<file path="src/rtl/if_id_queue.sv">
// IF/ID decoupling queue: DEPTH-entry instruction FIFO between fetch and decode,
// with empty-queue bypass into the ID register and a highest-priority flush.
module if_id_queue #(
    parameter int unsigned ADDR_W = 32,
    parameter int unsigned DATA_W = 32,
    parameter int unsigned DEPTH  = 4,
    parameter int unsigned CNT_W  = 3
) (
    input  logic              clk,
    input  logic              rst,
    input  logic              if_valid,
    input  logic [ADDR_W-1:0] if_pc,
    input  logic [DATA_W-1:0] if_inst,
    output logic              if_ready,
    input  logic [5:0]        stall,
    input  logic              flush,
    output logic              id_valid,
    output logic [ADDR_W-1:0] id_pc,
    output logic [DATA_W-1:0] id_inst,
    output logic [CNT_W-1:0]  count
);

    localparam int unsigned PTR_W = $clog2(DEPTH);

    logic [ADDR_W-1:0] r_mem_pc   [DEPTH];
    logic [DATA_W-1:0] r_mem_inst [DEPTH];
    logic [PTR_W-1:0]  r_rd_ptr;
    logic [PTR_W-1:0]  r_wr_ptr;
    logic [CNT_W-1:0]  r_count;
    logic              r_id_valid;
    logic [ADDR_W-1:0] r_id_pc;
    logic [DATA_W-1:0] r_id_inst;

    logic w_full;
    logic w_empty;
    logic w_accept;
    logic w_advance;
    logic w_bypass;
    logic w_push;
    logic w_pop;
    logic w_unused_stall;

    always_comb begin
        w_full         = (r_count == CNT_W'(DEPTH));
        w_empty        = (r_count == '0);
        w_accept       = if_valid && !w_full && !flush;
        w_advance      = !stall[2];
        w_bypass       = w_advance && w_empty && w_accept;
        w_push         = w_accept && !w_bypass;
        w_pop          = w_advance && !w_empty;
        w_unused_stall = ^{stall[5:3], stall[1:0]};
    end

    // Storage array carries no reset; occupancy is tracked by the pointers and count.
    always_ff @(posedge clk) begin
        if (w_push) begin
            r_mem_pc[r_wr_ptr]   <= if_pc;
            r_mem_inst[r_wr_ptr] <= if_inst;
        end
    end

    always_ff @(posedge clk or negedge rst) begin
        if (!rst) begin
            r_rd_ptr <= '0;
            r_wr_ptr <= '0;
            r_count  <= '0;
        end else if (flush) begin
            r_rd_ptr <= '0;
            r_wr_ptr <= '0;
            r_count  <= '0;
        end else begin
            if (w_push) begin
                r_wr_ptr <= r_wr_ptr + PTR_W'(1);
            end
            if (w_pop) begin
                r_rd_ptr <= r_rd_ptr + PTR_W'(1);
            end
            r_count <= r_count + CNT_W'(w_push) - CNT_W'(w_pop);
        end
    end

    always_ff @(posedge clk or negedge rst) begin
        if (!rst) begin
            r_id_valid <= 1'b0;
            r_id_pc    <= '0;
            r_id_inst  <= '0;
        end else if (flush) begin
            r_id_valid <= 1'b0;
            r_id_pc    <= '0;
            r_id_inst  <= '0;
        end else if (w_advance) begin
            if (!w_empty) begin
                r_id_valid <= 1'b1;
                r_id_pc    <= r_mem_pc[r_rd_ptr];
                r_id_inst  <= r_mem_inst[r_rd_ptr];
            end else if (w_bypass) begin
                r_id_valid <= 1'b1;
                r_id_pc    <= if_pc;
                r_id_inst  <= if_inst;
            end else begin
                r_id_valid <= 1'b0;
                r_id_pc    <= '0;
                r_id_inst  <= '0;
            end
        end
    end

    assign if_ready = !w_full;
    assign id_valid = r_id_valid;
    assign id_pc    = r_id_pc;
    assign id_inst  = r_id_inst;
    assign count    = r_count;

endmodule

</file>
<file path="config.mk">
export PLATFORM = sky130hd
export DESIGN_NAME = if_id_queue
export DESIGN_NICKNAME = d
export VERILOG_FILES = /design/src/rtl/if_id_queue.sv
export SDC_FILE = /design/constraint.sdc
export NUM_CORES = 1
export LEC_CHECK = 0
export ABC_CLOCK_PERIOD_IN_PS = 4200
export BUFFER_PORTS_ARGS = -buffer_cell sky130_fd_sc_hd__buf_2
export CAP_MARGIN = 5
export CORE_ASPECT_RATIO = 0.7
export CORE_UTILIZATION = 40
export DETAILED_ROUTE_END_ITERATION = 8
export GPL_TIMING_DRIVEN = 0
export PLACE_DENSITY = 0.66
export SYNTH_ARGS = -nofsm -noshare
export SYNTH_HDL_FRONTEND = slang
export SYNTH_SLANG_ARGS = --single-unit
</file>
<file path="constraint.sdc">
create_clock -name clk -period 4.2 [get_ports clk]
set_clock_uncertainty 0.2 [all_clocks]
set_input_delay 0.84 -clock clk [delete_from_list [all_inputs] [get_ports clk]]
set_output_delay 0.84 -clock clk [all_outputs]
set_load 0.02 [all_outputs]
</file>
=== Word level (Yosys, flattened, before mapping) ===
Memory sizes are Yosys's and may differ from the RTL's.
Cells that the tools add are included.

* Flip-flop bits (word level): 72
* Memory bits (writable): 256
* Word-level logic and storage cells: 47
* Memories: 2

* Add/sub/neg operators: 4
* Equal/unequal tests: 2
* Multiplexer cells: 19
* Reduce and logical (&&, ||, !) cells: 14

{| class="wikitable"
|+ Memories
! name !! words !! bits a word !! read ports !! clocked after Yosys merged registers in !! write ports !! RTL line !! RTL
|-
| r_mem_inst || 4 || 32 || 1 || 0 || 1 || 26 || <nowiki>logic [DATA_W-1:0] r_mem_inst [DEPTH];</nowiki>
|-
| r_mem_pc || 4 || 32 || 1 || 0 || 1 || 25 || <nowiki>logic [ADDR_W-1:0] r_mem_pc [DEPTH];</nowiki>
|}

{| class="wikitable"
|+ Operator list
! kind !! number
|-
| $mux W32 || 8
|-
| $mux W2 || 4
|-
| $logic_and A1 B1 Y1 || 6
|-
| $mux W1 || 6
|-
| $logic_not A1 Y1 || 5
|-
| $add A2 B1 Y2 const B || 2
|-
| $reduce_bool A2 Y1 || 2
|-
| $add A3 B1 Y3 || 1
|-
| $eq A3 B3 Y1 const B || 1
|-
| $logic_not A3 Y1 || 1
|-
| $mux W3 || 1
|-
| $sub A3 B1 Y3 || 1
|-
| $ne A2 B1 Y1 const B || 1
|}

=== Longest topological paths before layout ===
Gate-level depths: netlist of the first run.

* Word-level depth: 10
* Mapped depth: 11
* Mapped depth without buffers: 10

=== Worst setup path after synthesis of the first run ===
No wires, ideal clock.

* Path kind: input to register
* From: input port stall[2]
* To: memory r_mem_inst[1][0], enable pin
* Setup time: 429 ps
* Data arrival time: 3100 ps
* Required time: 3571 ps
* Path slack: 471 ps
* Stages: 4
* Path through: clkbuf_1 -> nand2b_1 -> a21oi_1 -> and2_1

* Longest elaborated chain between the ends: 7

{| class="wikitable"
|+ RTL lines
! element !! RTL line !! RTL
|-
| start, declared || 15 || <nowiki>input logic [5:0] stall,</nowiki>
|-
| $logic_not A1 Y1 || 47 || <nowiki>w_advance = !stall[2];</nowiki>
|-
| $logic_and A1 B1 Y1 (2 in series) || 48 || <nowiki>w_bypass = w_advance && w_empty && w_accept;</nowiki>
|-
| $logic_not A1 Y1 || 49 || <nowiki>w_push = w_accept && !w_bypass;</nowiki>
|-
| $logic_and A1 B1 Y1 || 49 ||
|-
| $mux W1 || 56 || <nowiki>if (w_push) begin</nowiki>
|-
| $mux W1 (not written as such) || 58 || <nowiki>r_mem_inst[r_wr_ptr] <= if_inst;</nowiki>
|-
| end, declared || 26 ||
|}

Every way passes these cells.

=== Worst setup path after layout of the first run ===
* From: input port stall[2]
* To: register r_count[2], in the netlist count[2]

* Longest elaborated chain between the ends: 8
* Elaborated cells on any way between the ends: 9

{| class="wikitable"
|+ RTL lines
! element !! RTL line !! RTL
|-
| $logic_not A1 Y1 * || 47 ||
|-
| $logic_and A1 B1 Y1 (2 in series) || 48 ||
|-
| $logic_not A1 Y1 || 49 ||
|-
| $logic_and A1 B1 Y1 || 49 ||
|-
| $add A3 B1 Y3 || 78 || <nowiki>r_count <= r_count + CNT_W'(w_push) - CNT_W'(w_pop);</nowiki>
|-
| $sub A3 B1 Y3 * || 78 ||
|-
| $mux W3 * || 67 || <nowiki>end else if (flush) begin</nowiki>
|-
| end signal, assigned || 78 ||
|-
| end, declared || 29 || <nowiki>logic [CNT_W-1:0] r_count;</nowiki>
|}

Every way passes the cells marked *; elsewhere a longest branch is shown, timed or not.
A chain may end at the register's enable or synchronous reset.

==> impl_metrics.tcl, run 1 <==
set metrics [dict create \
    internal-power_mw 6.08 \
    cts-htree-levels 1 \
    power_density_mw_per_mm2 554 \
    hp-class "primary input to asynchronous set/reset pin" \
    wirelength_um 26400 \
    synth_fp_nets 683 \
    synth_cell_type_count 30 \
    cp.required_ns 4.44 \
    syn2layout_area_growth_pct 18.5 \
    dpl.hpwl_um 16000 \
    criticalPathCategory "primary input to flop" \
    cts_tree "built" \
    first_pass_iters 4 \
    multi_input_area_mm2 0.00279 \
    reg2reg_depth 10 \
    cts_buffers 31 \
    syn_inst 602 \
    antenna_found_initial 3 \
    core_region_area_mm2 0.0304 \
    clock_sinks 328 \
    port-buffer-count 137 \
    std_cell_rows 53 \
    finalNetCount 858 \
    ys_seq_area_share_pct 75.7 \
    wl_met3_um 1660 \
    syn_area_mm2 0.0125 \
    avgRoutedWirePerCell_um 21.8 \
    vias_per_cell 5.28 \
    rr_startpoint "count[2]" \
    clk_path_buf_depth 3 \
    hold_ws_ns 0.0745 \
    fill_cells 2603 \
    rsz0062_at_grt "false" \
    gr-total-overflow 0 \
    status "finished, final reports clean" \
    clockPowerShare_pct 32.7 \
    cts_setup_buffers 0 \
    fin_area_mm2 0.0148 \
    io_pins 143 \
    max_slew_margin_pct 23.4 \
    p_seq_share_pct 48.2 \
    drv_cap 0 \
    instances_no_fill 1210 \
    switching_share_pct 26.0 \
    die_x_um 214 \
    clk_latency_ns 0.55 \
    finalCritPeriodShare_pct 69.2 \
    drv_slew 0 \
    fmax_mhz 344 \
    die_h_um 150 \
    dp.cells 1156 \
    tightest_slew_ns 1.14 \
    final_cell_mix "edfxtp_1 (256), buf_2 (147), dfrtp_1 (72)" \
    avgSynthCellArea_um2 20.8 \
    drt_iter0_drc 453 \
    path_clk_slew_ns 0.06 \
    globalRouteTotalUtil_pct 17.0 \
    drive_gt1_share_pct 34.4 \
    regArea_mm2 0.00949 \
    place_area_mm2 0.0139 \
    reg2reg_setup_slack_ns 1.47 \
    power_leakage_nw 5.46 \
    wl_met2_um 12000 \
    met1Wirelength_um 12300 \
    grt_pass1_vias 6491 \
    place_congestion 0.716 \
    critPathCaptureType "flop" \
    p_sw_mw 2.14 \
    timing.rr.end "count[2]" \
    ctsResizeCount 0 \
    setup_viol 0 \
    ys_warn_count 0 \
    min_period_ns 2.91 \
    layout_commonest_cell "edfxtp_1" \
    dieArea_mm2 0.0320 \
    ys_ff_latch 328 \
    peakVddDrop_mv 0.288 \
    clock-root-buffer "clkbuf_16" \
    start_util_pct 41.2 \
    worstPathArrival_ns 3.15 \
    vias 6389 \
    start_kind "primary input" \
    drc 0 \
    comb_power_share_pct 19.1 \
    crit_fanout 10 \
    top_layer "met5" \
    hold_viol 0 \
    antenna_left 0 \
    grt_pass1_wl_um 40500 \
    power.total_mw 8.22 \
    grt_max_degree 43 \
    cts_hold_buf 0 \
]
==> power groups by stage <==
stage	Sequential, mW	Clock, mW	Combinational (mW)
4_1_cts	3.96	2.76	1.60
3_3_place_gp	4.03	0	1.56
2_1_floorplan	4.20	0	0.870
3_5_place_dp	4.02	0	1.60
5_1_grt	3.99	2.89	1.70
6_report	3.96	2.69	1.57
==> state kept, by name, indices dropped and copies added, names as in the netlist <==
| register | cells |
|---|---|
| count | 3 |
| id_inst | 32 |
| id_pc | 32 |
| id_valid | 1 |
| r_mem_inst | 128 |
| r_mem_pc | 128 |
| r_rd_ptr | 2 |
| r_wr_ptr | 2 |
==> synth_stat cells <==
cell	instances	area share (%)
a221oi_1	1	0.070
buf_12	4	0.64
ha_1	6	0.60
edfxtp_1	256	61
and2_1	68	3.4
xnor2_1	1	0.070
dfrtp_1	72	14
nand2_1	1	0.030
buf_4	1	0.060
nand2b_1	3	0.15
mux4_2	64	12
a221o_1	64	5.1
o21ai_0	1	0.040
nor2b_1	2	0.10
mux2_2	1	0.090
a21oi_1	3	0.12
fa_1	1	0.16
buf_6	1	0.090
nor3_2	1	0.080
buf_2	11	0.44
xor2_1	1	0.070
or4_1	1	0.060
inv_1	7	0.21
mux2i_1	1	0.080
or3_1	1	0.050
clkbuf_1	20	0.60
nor3b_1	1	0.060
nor3_4	1	0.13
nor2_1	6	0.18
o31ai_1	1	0.060
==> area by class of cell <==
cell class	instances	area share, %
flip-flops and latches	328	63.9
multi-input cells	230	18.8
well taps	412	3.47
clock inverters	12	0.725
repair buffers	142	5.51
clock buffers	41	5.82
diodes	1	0.0169
plain buffers	37	1.54
inverters	7	0.177
==> worst max-delay path by stage <==
| stage | start | end | slack (ns) | depth (start not counted) |
|---|---|---|---|---|
| 2_1_floorplan | stall[2] | r_mem_inst[1][0] | 0.47 | 4 |
| 3_3_place_gp | stall[2] | r_mem_pc[1][21] | -1.08 | 5 |
| 3_5_place_dp | stall[2] | count[2] | 0.69 | 12 |
| 4_1_cts | stall[2] | count[2] | 1.29 | 12 |
| 5_1_grt | stall[2] | count[2] | 1.13 | 12 |
| 6_report | stall[2] | count[2] | 1.29 | 12 |
==> layer usage <==
layer,global-route usage [%],vias up
met1,25.2,3332
met5,0,-
met3,3.84,37
met2,25.9,197
li1,-,2821
met4,3.11,2
==> per-stage QoR <==
step	utilization (%)	setup TNS, ns	setup slack, ns
6_report	48.9	0	1.29
2_1_floorplan	-	0	0.471
4_1_cts	48.9	0	1.29
5_1_grt	48.9	0	1.13
3_3_place_gp	45.2	-264.21	-1.08
3_5_place_dp	45.7	0	0.694
==> worst max-delay path, stage by stage <==
cell	delay, ns
buf_2	0.08
clkbuf_1	0.33
nand2b_1	0.10
a21oi_1	0.53
inv_1	0.11
ha_1	0.31
inv_1	0.06
ha_1	0.13
inv_1	0.05
fa_1	0.40
xnor2_1	0.16
nor2_1	0.05
==> logic make-up after synthesis <==
| group | share of synthesized area [%] |
|---|---|
| compound gates | 5.40 |
| xor+xnor | 0.140 |
| fa+ha+maj | 0.759 |
| buf+inv | 2.04 |
| flops | 75.7 |
| mux | 11.7 |
| simple gates | 4.24 |
(Power assumes the default switching activity.)
==> run 2, diff against run 1 <==
--- a/config.mk
+++ b/config.mk
@@ -5,14 +5,15 @@
 export SDC_FILE = /design/constraint.sdc
 export NUM_CORES = 1
 export LEC_CHECK = 0
-export ABC_CLOCK_PERIOD_IN_PS = 4200
+export ABC_AREA = 1
+export ABC_CLOCK_PERIOD_IN_PS = 2580
 export BUFFER_PORTS_ARGS = -buffer_cell sky130_fd_sc_hd__buf_2
 export CAP_MARGIN = 5
 export CORE_ASPECT_RATIO = 0.7
 export CORE_UTILIZATION = 40
 export DETAILED_ROUTE_END_ITERATION = 8
 export GPL_TIMING_DRIVEN = 0
-export PLACE_DENSITY = 0.66
+export PLACE_DENSITY = 0.68
 export SYNTH_ARGS = -nofsm -noshare
 export SYNTH_HDL_FRONTEND = slang
 export SYNTH_SLANG_ARGS = --single-unit
==> constraint.sdc (replaced) <==
create_clock -name clk -period 2.58 [get_ports clk]
set_clock_uncertainty 0.2 [all_clocks]
set_input_delay 0.516 -clock clk [delete_from_list [all_inputs] [get_ports clk]]
set_output_delay 0.516 -clock clk [all_outputs]
set_load 0.02 [all_outputs]
==> run 2 against run 1 <==
  * Area after synthesis grew 7.3%
  * Clock-buffer cell count rose by 6
  * Routed wire length increased by 28%
  * Non-clock buffer count rose by 41
  * Combinational power rose to 3.0 times the previous value
  * Via count up 49%
  * Synthesized cell count grew 110%
  * Core utilization increased by 0.40 points
  * Flip-flop and latch count did not move
  * Sequential share of layout area fell by 5.0 points
  * Sequential power up 64%
  * Critical path depth unchanged
  * Critical endpoint unchanged
  * Highest routed layer unchanged
==> impl_metrics.tcl, run 2 <==
set metrics [dict create \
    avgRoutedWirePerCell_um 17.5 \
    avgSynthCellArea_um2 10.4 \
    place_congestion 0.759 \
    hp-class "primary input to flop" \
    drt_iter0_drc 865 \
    core_region_area_mm2 0.0327 \
    grt_pass1_wl_um 52400 \
    start_kind "flop" \
    final_cell_mix "nand2_1 (585), edfxtp_1 (256), buf_2 (188)" \
    wirelength_um 33800 \
    synth_cell_type_count 17 \
    power_density_mw_per_mm2 1000 \
    rr_startpoint "count[0]" \
    finalNetCount 1558 \
    first_pass_iters 5 \
    dieArea_mm2 0.0343 \
    antenna_left 0 \
    ys_ff_latch 328 \
    synth_area_leaders "edfxtp_1 (57%), nand2_1 (16%), dfrtp_1 (13%)" \
    timing.rr.end "count[2]" \
    synth_fp_nets 1372 \
    netlist.area_leader.share_pct 57.2 \
    setup_viol 0 \
    finalCritPeriodShare_pct 96.2 \
    peakVddDrop_mv 0.466 \
    cts_buffers 34 \
    syn2layout_area_growth_pct 19.9 \
    hold_viol 0 \
    vias 9533 \
    die_x_um 221 \
    criticalPathCategory "flop to flop" \
    reg2reg_setup_slack_ns 0.1 \
    io_pins 143 \
    synth_edf_count 256 \
    drv_cap 0 \
    fin_area_mm2 0.0161 \
    cp.required_ns 2.78 \
    worstPathArrival_ns 2.68 \
    hold_ws_ns 0.0313 \
    critPathCaptureType "flop" \
    reg2reg_depth 12 \
    path_clk_slew_ns 0.06 \
    crit_fanout 10 \
    port-buffer-count 137 \
    ys_warn_count 0 \
    synthFlopType "edfxtp_1" \
    async_flop_share_pct 22.0 \
    status "finished, final reports clean" \
    globalRouteTotalUtil_pct 19.9 \
    hp-start "if_inst[6]" \
    largest_registers "r_mem_inst: 128 flops, r_mem_pc: 128 flops" \
    tightest_slew_ns 0.804 \
    antenna_found_initial 4 \
    fill_cells 2904 \
    yosysTopAreaCell "edfxtp_1" \
    cts_tree "built" \
    min_period_ns 2.48 \
    hold_depth 1 \
    gr-total-overflow 0 \
    die_h_um 155 \
    power_leakage_nw 7.04 \
    max_slew_margin_pct 46.2 \
    grt_pass1_vias 9317 \
    drive_gt1_share_pct 17.9 \
    std_cell_rows 55 \
    grt_max_degree 58 \
    syn_inst 1291 \
    rsz0062_at_grt "true" \
    syn_area_mm2 0.0134 \
    start_util_pct 41.1 \
    place_area_mm2 0.0149 \
    drv_slew 0 \
    clock-root-buffer "clkbuf_16" \
    fmax_mhz 403 \
    drc 0 \
    cts-htree-levels 2 \
    dpl.hpwl_um 21800 \
    clock_sinks 328 \
    vias_per_cell 4.93 \
    yosys-top-cells-count "nand2_1 (588), edfxtp_1 (256), nor2_1 (138)" \
    clk_latency_ns 0.51 \
    layout_commonest_cell "nand2_1" \
    ys_seq_area_share_pct 70.6 \
    holdPathEnd "r_mem_inst[1][6]" \
    synth_most_common_cell "nand2_1" \
    clk_path_buf_depth 3 \
]
## run 2: cells by family (layout without fill, tap and decap cells)
| kind of cell | Yosys count | after routing | share of synthesized area (%) |
|---|---|---|---|
| DFF | 328 | 328 | 70.6 |
| and+or+nand+nor | 865 | 865 | 25.5 |
| buffers and inverters | 87 | 299 | 2.98 |
| xor gates and xnor gates | 2 | 2 | 0.130 |
| other | 0 | 2 | 0 |
| adders and majority gates | 7 | 7 | 0.708 |
| AOI/OAI and AO/OA | 2 | 2 | 0.0745 |
## run 2: report_power, final
group	internal [mW]	total [mW]	switching [mW]
clock network	2.93	4.93	2.00
logic	1.38	4.69	3.31
registers	6.27	6.50	0.232
## run 2: worst max-delay path, stage by stage (launching register included)
cell	delay, ns
dfrtp_1	0.41
nor2_4	0.20
nand2_2	0.11
buf_6	0.17
nand2_2	0.08
inv_2	0.06
ha_1	0.27
inv_1	0.06
ha_1	0.13
inv_1	0.05
fa_1	0.40
xor2_1	0.17
nor2_1	0.06
## run 2: worst max-delay path by stage
stage / from / to
3_5_place_dp: flush / r_mem_pc[0][9]
2_1_floorplan: count[2] / r_mem_inst[0][0]
4_1_cts: count[1] / count[2]
5_1_grt: count[2] / r_mem_inst[0][27]
6_report: count[0] / count[2]
3_3_place_gp: flush / r_mem_pc[0][9]
## run 2: final cells by class
class	count	area, um^2	area share (%)
inverter	17	63.8	0.396
tap	427	534	3.32
sequential	328	9490	58.9
clock buffer	47	1000	6.24
buffer	70	343	2.13
multi-input combinational	876	3610	22.4
antenna	2	5.00	0.0311
clock inverter	15	120	0.746
timing repair buffer	150	931	5.78
## run 2: repair_timing
item,in CTS,in global routing
gates resized for setup,6,6
buffers inserted,0,3
hold buffers,1,0
pin swaps,1,2
hold endpoints to repair,15,0
endpoints found under the setup margin,64,69
## run 2: metal layers
metal | GRT usage, % | vias up | routed length [um]
li1 | - | 4619 | -
met1 | 29.1 | 4550 | 15400
met2 | 30.4 | 312 | 15100
met3 | 4.06 | 48 | 2790
met4 | 4.70 | 4 | 511
met5 | 0 | - | 26
## run 2: metrics by stage
step	worst slack (ns)	setup TNS [ns]	total power, mW	utilization (%)	cells
6_report	0.0974	0	16.1	49.3	1932
3_3_place_gp	-0.842	-208.78	11.1	45.0	1855
5_1_grt	-0.0428	-1.29	17.0	49.3	1931
3_5_place_dp	-0.265	-16.45	11.2	45.6	1864
4_1_cts	0.0164	0	16.2	49.1	1927
2_1_floorplan	0.0277	0	9.56	-	1291
